<file path="config.mk">
export PLATFORM = sky130hd
export DESIGN_NAME = alu_flat
export DESIGN_NICKNAME = d
export VERILOG_FILES = /design/src/rtl/alu_if.sv /design/src/rtl/alu.sv /design/src/flat_wrapper.sv
export SDC_FILE = /design/constraint.sdc
export NUM_CORES = 1
export LEC_CHECK = 0
export ABC_CLOCK_PERIOD_IN_PS = 1200
export CAP_MARGIN = 20
export CORE_MARGIN = 1.5
export CORE_UTILIZATION = 45
export CTS_BUF_LIST = sky130_fd_sc_hd__clkbuf_4
export DETAILED_ROUTE_END_ITERATION = 12
export GPL_ROUTABILITY_DRIVEN = 1
export PLACE_DENSITY = 0.76
export SLEW_MARGIN = 40
export SYNTH_ARGS = -nofsm -noshare
export SYNTH_HDL_FRONTEND = slang
export SYNTH_SLANG_ARGS = --single-unit
</file>
<file path="constraint.sdc">
create_clock -name clk -period 1.2 [get_ports clk]
set_input_delay 0.24 -clock clk [delete_from_list [all_inputs] [get_ports clk]]
set_output_delay 0.24 -clock clk [all_outputs]
set_load 0.005 [all_outputs]
</file>
<file path="src/rtl/alu_if.sv">
// alu_if: operand/result bus between a datapath producer and the ALU stage
interface alu_if #(parameter int WIDTH = 8);
  logic             in_valid;
  logic [1:0]       op;
  logic [WIDTH-1:0] i0;
  logic [WIDTH-1:0] i1;
  logic [WIDTH-1:0] o;
  logic             cout;
  logic             zero;
  logic             neg;
  logic             ovf;
  logic             out_valid;
  modport master (
    output in_valid, op, i0, i1,
    input  o, cout, zero, neg, ovf, out_valid
  );
  modport slave (
    input  in_valid, op, i0, i1,
    output o, cout, zero, neg, ovf, out_valid
  );
endinterface

</file>
<file path="src/rtl/alu.sv">
// alu: two-operand AND/XOR/ADD/SUB stage with registered result, carry and flags
module alu #(parameter int WIDTH = 8) (
  input logic  clk,
  input logic  rst_n,
  alu_if.slave bus
);
  logic [WIDTH-1:0] o_q, o_d, b, res;
  logic [WIDTH:0]   sum;
  logic             arith;
  logic             cout_q, cout_d, zero_q, zero_d, neg_q, neg_d, ovf_q, ovf_d;
  logic             valid_q, valid_d;
  // SUB reuses the adder as i0 + ~i1 + 1; op[0] selects both the inversion and the carry-in
  always_comb begin
    arith   = bus.op[1];
    b       = bus.op[0] ? ~bus.i1 : bus.i1;
    sum     = {1'b0, bus.i0} + {1'b0, b} + {{WIDTH{1'b0}}, bus.op[0]};
    res     = arith ? sum[WIDTH-1:0] : bus.op[0] ? bus.i0 ^ bus.i1 : bus.i0 & bus.i1;
    valid_d = bus.in_valid;
    o_d     = bus.in_valid ? res : o_q;
    cout_d  = bus.in_valid ? arith & sum[WIDTH] : cout_q;
    zero_d  = bus.in_valid ? res == '0 : zero_q;
    neg_d   = bus.in_valid ? res[WIDTH-1] : neg_q;
    ovf_d   = bus.in_valid ? arith & (bus.i0[WIDTH-1] == b[WIDTH-1]) & (res[WIDTH-1] != bus.i0[WIDTH-1]) : ovf_q;
  end
  // output registers; reset clears everything and reports a zero result
  always_ff @(posedge clk or negedge rst_n) begin
    if (!rst_n) begin
      o_q     <= '0;
      cout_q  <= 1'b0;
      zero_q  <= 1'b1;
      neg_q   <= 1'b0;
      ovf_q   <= 1'b0;
      valid_q <= 1'b0;
    end else begin
      o_q     <= o_d;
      cout_q  <= cout_d;
      zero_q  <= zero_d;
      neg_q   <= neg_d;
      ovf_q   <= ovf_d;
      valid_q <= valid_d;
    end
  end
  assign bus.o         = o_q;
  assign bus.cout      = cout_q;
  assign bus.zero      = zero_q;
  assign bus.neg       = neg_q;
  assign bus.ovf       = ovf_q;
  assign bus.out_valid = valid_q;
endmodule

</file>
<file path="src/flat_wrapper.sv">
// flat-port wrapper written by rule: the top's interface ports become plain ports
module alu_flat 
#(parameter int WIDTH = 8)
  (clk, rst_n, bus_in_valid, bus_op, bus_i0, bus_i1, bus_o, bus_cout, bus_zero, bus_neg, bus_ovf, bus_out_valid);
  alu_if #(.WIDTH(WIDTH)) bus_i ();
  input logic clk;
  input logic rst_n;
  input wire logic [$bits(bus_i.in_valid)-1:0] bus_in_valid;
  input wire logic [$bits(bus_i.op)-1:0] bus_op;
  input wire logic [$bits(bus_i.i0)-1:0] bus_i0;
  input wire logic [$bits(bus_i.i1)-1:0] bus_i1;
  output wire logic [$bits(bus_i.o)-1:0] bus_o;
  output wire logic [$bits(bus_i.cout)-1:0] bus_cout;
  output wire logic [$bits(bus_i.zero)-1:0] bus_zero;
  output wire logic [$bits(bus_i.neg)-1:0] bus_neg;
  output wire logic [$bits(bus_i.ovf)-1:0] bus_ovf;
  output wire logic [$bits(bus_i.out_valid)-1:0] bus_out_valid;
  assign bus_i.in_valid = bus_in_valid;
  assign bus_i.op = bus_op;
  assign bus_i.i0 = bus_i0;
  assign bus_i.i1 = bus_i1;
  assign bus_o = bus_i.o;
  assign bus_cout = bus_i.cout;
  assign bus_zero = bus_i.zero;
  assign bus_neg = bus_i.neg;
  assign bus_ovf = bus_i.ovf;
  assign bus_out_valid = bus_i.out_valid;
  alu #(.WIDTH(WIDTH)) u_core (.clk(clk), .rst_n(rst_n), .bus(bus_i));
endmodule
</file>
==> flow_summary.json, run 1 <==
{
  "cts_buffers": 3,
  "rr_endpoint": "u_core.bus.neg",
  "first_pass_iters": 4,
  "seq_area_frac_synth_pct": 24.95,
  "htree_levels": 1,
  "crit_required_ns": 1.40,
  "crit_top_cell": "buf_8",
  "ys_seq_elements": 12,
  "multi_input_area_sq_um": 1099,
  "die_w_um": 54.83,
  "ios": 34,
  "insertion_delay_ns": 0.30,
  "p_per_area_nw_per_um2": 965.8,
  "cts_buffer_depth": 2,
  "critPathArrivalTime_ns": 2.24,
  "core_area_sq_um": 2500,
  "num-fill-cells": 108,
  "final_cell_mix": "buf_4, ha_1, buf_6, dfrtp_1, dlygate4sd2_1",
  "ff_latch_area_sq_um": 301.5,
  "relSlewSlack_pct": 76.34,
  "synthFlopType": "dfrtp_1",
  "violations": "negative setup slack",
  "whs_ns": 0.2410,
  "gp_congestion": 0.7520,
  "crit_fanout": 4,
  "drcViolationCount": 0,
  "grt_start_max_net_pins": 13,
  "dieArea_sq_um": 3006,
  "syn_area_sq_um": 1209,
  "row_count": 18,
  "syn2layout_area_growth_pct": 85.61,
  "syn_inst": 126,
  "cts_tree": "yes",
  "crit_path_top_delay_cell": "fa_2",
  "synth_nets": 164,
  "fmax_mhz": 488.9,
  "r2r_cells": 2,
  "worstMarginPinSlew_ns": 0.3528,
  "dp_cells": 220,
  "setup_violations": 12,
  "initial_utilization_pct": 48.35,
  "worstSetupStartpointType": "input port",
  "fin_crit_ns": 2.045,
  "fin_ws_ns": -0.8455,
  "r2r_setup_slack_ns": 0.27,
  "ys_types": 41,
  "p_leak_uw": 0.001055,
  "maxSlewViolCount": 0,
  "cpPeakStageDelay_ns": 0.35,
  "path_clk_slew_ns": 0.09,
  "drv_cap": 0,
  "drtIter0Drc": 39,
  "fin_nets": 249,
  "rr_startpoint": "u_core.bus.neg",
  "hold_buffers": 0,
  "stdcell_count": 240,
  "skew_ns": 0,
  "synth_warnings": 0,
  "clock_sinks": 12,
  "pre_cts_ws_ns": -1.544,
  "wirelength_mm": 5.198,
  "fin_crit_sh_pct": 170.5,
  "synth-async-reset-ratio_pct": 100.0,
  "peakVddDrop_mv": 1.042,
  "antenna_found_initial": 0,
  "final_core_util_pct": 89.74,
  "die_y_um": 54.83,
  "grt_overflow": 0,
  "grt_pass1_vias": 1517,
  "post-dp-hpwl_mm": 2.725,
  "grt_pass1_wl_mm": 6.782,
  "final_common_cell": "buf_4",
  "min_path_type": "input port to asynchronous set/reset pin",
  "rsz0062_at_grt": "yes",
  "grtUsageTotal_pct": 32.90,
  "ant_nets": 0,
  "hold_viol": 0,
  "drive_gt1_share_pct": 51.43,
  "synth_edf_count": 0,
  "vias": 1476,
  "path_cells": "buf_8, buf_8, mux2i_4, inv_2, fa_2, a21o_1, a31o_4, a2111oi_4, nor3_2, mux2_4",
  "worstSetupPathType": "input port to flip-flop",
  "end_kind": "flip-flop",
  "wl_per_cell_um": 21.66,
  "total_power_uw": 2167,
  "cts-root-buf": "clkbuf_4",
  "port_buffers": 33,
  "outcome": "finished with violations",
  "antennaDiodeCount": 0,
  "viasPerCell": 6.150,
  "syn_avg_cell_area_sq_um": 9.593
}
-- metal layers --
metal / global-route usage [%] / wire length (um) / share of wire, % / up-vias
met2: 63.89 / 2751 / 53 / 84
met3: 10.38 / 339 / 6.5 / 40
met4: 14.17 / 312 / 6.0 / 0
met1: 30.72 / 1794 / 35 / 717
li1: - / - / - / 635
met5: 0 / 0 / 0 / -
-- kinds of logic after synthesis --
family,synth area share (%)
AO/OA/AOI/OAI,18.43
AND/OR/NAND/NOR,11.70
adder cells (fa/ha/maj),18.22
multiplexers,14.08
buffers and inverters,4.658
flip-flops,24.95
XOR/XNOR,7.971
-- state kept, by name, indices dropped and copies added (netlist names) --
name and count:
u_core.bus.out_valid 1, u_core.bus.neg 1, u_core.bus.cout 1, u_core.bus.o 7
u_core.bus.ovf 1, u_core.bus.zero 1
-- worst max path at each step --
| stage | from | endpoint | cells past startpoint | slack [ns] |
|---|---|---|---|---|
| 2_1_floorplan | bus_op[0] | u_core.bus.o[6] | 9 | -1.06 |
| 3_3_place_gp | bus_op[0] | u_core.bus.o[6] | 10 | -1.45 |
| 3_5_place_dp | bus_op[0] | u_core.bus.o[6] | 10 | -1.54 |
| 4_1_cts | bus_op[0] | u_core.bus.zero | 10 | -0.81 |
| 5_1_grt | bus_i1[3] | u_core.bus.zero | 8 | -0.92 |
| 6_report | bus_op[0] | u_core.bus.o[6] | 10 | -0.85 |
-- Yosys cell counts, types with 3 or more instances --
library cell  count  area (sq um)
nor2b_1           3         18.77
nand2b_1          3         18.77
a21oi_1           9         45.04
mux2i_1           8         80.08
nor2_1            3         11.26
ha_1             16         200.2
inv_1             5         18.77
nand2_1           7         26.28
clkbuf_1          4         15.01
o21ai_0           4         20.02
mux2_2            8         90.09
xor2_1           10         87.58
dfrtp_1          11         275.3
-- through the flow --
stage                     TNS, ns  cell area (sq um)
after global placement     -13.12               1877
after detailed placement   -13.80               1877
after floorplan            -7.728               1301
after global routing       -6.887               2243
after CTS                  -5.719               2151
final                      -6.378               2243
-- critical path, delay by kind of cell --
kind	cells	cell delay, ns
AOI/OAI and AO/OA	3	0.79
adders and majority gates	1	0.35
buffers and inverters	3	0.30
muxes	2	0.45
and+or+nand+nor	1	0.11
-- power by group --
group | total (uW) | switching [uW] | leakage, uW | internal (uW)
combinational | 1360 | 621 | 0.000897 | 738
sequential | 513 | 39.7 | 0.000143 | 474
clock | 294 | 172 | 0.0000154 | 122
total | 2170 | 833 | 0.00106 | 1330
-- cell type report --
cell class	instances	area share [%]
inverters	5	0.8366
clock inverters	1	0.1673
clock buffers	3	1.004
multi-input cells	102	48.97
well taps	30	1.673
repair buffers	87	33.91
flip-flops and latches	12	13.44
-- what timing repair did --
action | 4_1_cts | 5_1_grt
hold endpoints to repair | 0 | 0
setup endpoints to repair | 24 | 22
setup buffers | 14 | 2
resized for setup | 79 | 28
pin swaps | 23 | 9
Note: power is estimated with default switching activity, not from simulation.
==> run 2: changes to the inputs <==
ABC_CLOCK_PERIOD_IN_PS = 1700   (was 1200)
GPL_ROUTABILITY_DRIVEN = unset   (was 1)
MAX_ROUTING_LAYER = met4   (was unset)
PLACE_DENSITY = 0.79   (was 0.76)
clock period = 1.7 ns   (was 1.2 ns; I/O delays follow)
==> flow_summary.json, run 2 (synthesized netlist as in run 1, its figures left out) <==
{
  "insertion_delay_ns": 0.28,
  "r2r_setup_slack_ns": 0.86,
  "grtUsageTotal_pct": 31.15,
  "worstSetupPathType": "input port to flip-flop",
  "row_count": 18,
  "final_core_util_pct": 89.29,
  "hold_viol": 0,
  "dieArea_sq_um": 3006,
  "syn2layout_area_growth_pct": 84.68,
  "grt_pass1_wl_mm": 6.258,
  "initial_utilization_pct": 48.35,
  "cts-root-buf": "clkbuf_4",
  "setup_violations": 7,
  "rr_startpoint": "u_core.bus.cout",
  "min_path_type": "input port to asynchronous set/reset pin",
  "cts_tree": "yes",
  "violations": "negative setup slack",
  "post-dp-hpwl_mm": 2.715,
  "vias": 1418,
  "rr_endpoint": "u_core.bus.cout",
  "grt_start_max_net_pins": 13,
  "antennaDiodeCount": 0,
  "fin_crit_sh_pct": 130.0,
  "peakVddDrop_mv": 0.7713,
  "wl_per_cell_um": 21.41,
  "fin_nets": 243,
  "core_area_sq_um": 2500,
  "num-fill-cells": 114,
  "port_buffers": 33,
  "fin_crit_ns": 2.210,
  "p_leak_uw": 0.0009845,
  "worstMarginPinSlew_ns": 0.5462,
  "whs_ns": 0.3955,
  "outcome": "finished with violations",
  "drcViolationCount": 0,
  "skew_ns": 0,
  "antenna_found_initial": 0,
  "worstSetupStartpointType": "input port",
  "dp_cells": 218,
  "p_per_area_nw_per_um2": 680.2,
  "die_w_um": 54.83,
  "ant_nets": 0,
  "grt_pass1_vias": 1405,
  "drtIter0Drc": 60,
  "ios": 34,
  "rsz0062_at_grt": "yes",
  "wirelength_mm": 5.009,
  "die_y_um": 54.83,
  "largest_reg_flops": 7,
  "end_kind": "flip-flop",
  "fmax_mhz": 452.5,
  "final_common_cell": "buf_4",
  "r2r_cells": 2,
  "worstSetupStartpoint": "bus_op[0]",
  "maxSlewViolCount": 0,
  "relSlewSlack_pct": 63.47,
  "drv_cap": 0,
  "gp_congestion": 0.8390,
  "drive_gt1_share_pct": 49.02,
  "fin_ws_ns": -0.5098,
  "htree_levels": 1,
  "crit_required_ns": 1.87,
  "final_cell_mix": "buf_4, clkdlybuf4s50_1, dfrtp_1",
  "stdcell_count": 234,
  "first_pass_iters": 4,
  "tns_ns": -2.482,
  "cts_buffer_depth": 2,
  "critPathArrivalTime_ns": 2.38,
  "viasPerCell": 6.060,
  "crit_fanout": 3,
  "total_power_uw": 1518,
  "crit_end": "u_core.bus.o[6]",
  "grt_overflow": 0,
  "cts_buffers": 3,
  "clock_sinks": 12,
  "path_clk_slew_ns": 0.09
}
[run 2: timing repair]
action,in CTS,in global routing
hold buffers,0,0
pin swaps,23,16
gates resized for setup,52,19
endpoints found under the setup margin,10,9
buffers inserted,8,3
cloned,1,0
[run 2: worst max-delay path, cell delays in order]
cell and delay, ns:
buf_8 0.11, buf_16 0.12, mux2i_4 0.17, inv_2 0.07
fa_2 0.39, a21o_1 0.20, a31o_4 0.25, a2111oi_4 0.35
nor3_2 0.10, mux2_4 0.27
[run 2: metrics by stage]
stage          cell area (sq um)  worst slack (ns)
2_1_floorplan               1301           -0.6627
3_3_place_gp                1874            -1.070
3_5_place_dp                1874            -1.159
4_1_cts                     2146           -0.4446
5_1_grt                     2232           -0.5717
6_report                    2232           -0.5098
[run 2: layout make-up]
cell class	instances	area [sq um]	area share, %
inverters	5	18.77	0.8408
well taps	30	37.54	1.682
multi-input cells	102	1121	50.22
flip-flops and latches	12	301.5	13.51
clock buffers	4	30.03	1.345
repair buffers	81	723.2	32.40
[run 2: metal layers]
| layer | GRT usage (%) | vias to the layer above | wire [um] |
|---|---|---|---|
| met5 | - | - | 0 |
| met4 | 13.75 | 0 | 284 |
| met3 | 6.831 | 35 | 293 |
| met2 | 56.94 | 81 | 2611 |
| met1 | 31.27 | 679 | 1819 |
| li1 | - | 623 | - |
[run 2: report_power, final]
part           switching (uW)  internal [uW]  leakage [uW]  total, uW
clock network             110            107     0.0000184        217
registers                30.3            334      0.000143        365
logic                     418            519      0.000823        937
[run 2: worst min path at each step]
stage | to | slack (ns) | cells past startpoint
after floorplan | u_core.bus.cout | 0.04 | 0
after global placement | u_core.bus.o[5] | 0.49 | 1
after detailed placement | u_core.bus.o[1] | 0.49 | 1
after CTS | u_core.bus.o[5] | 0.43 | 1
after global routing | u_core.bus.o[5] | 0.45 | 1
final | u_core.bus.o[5] | 0.40 | 1
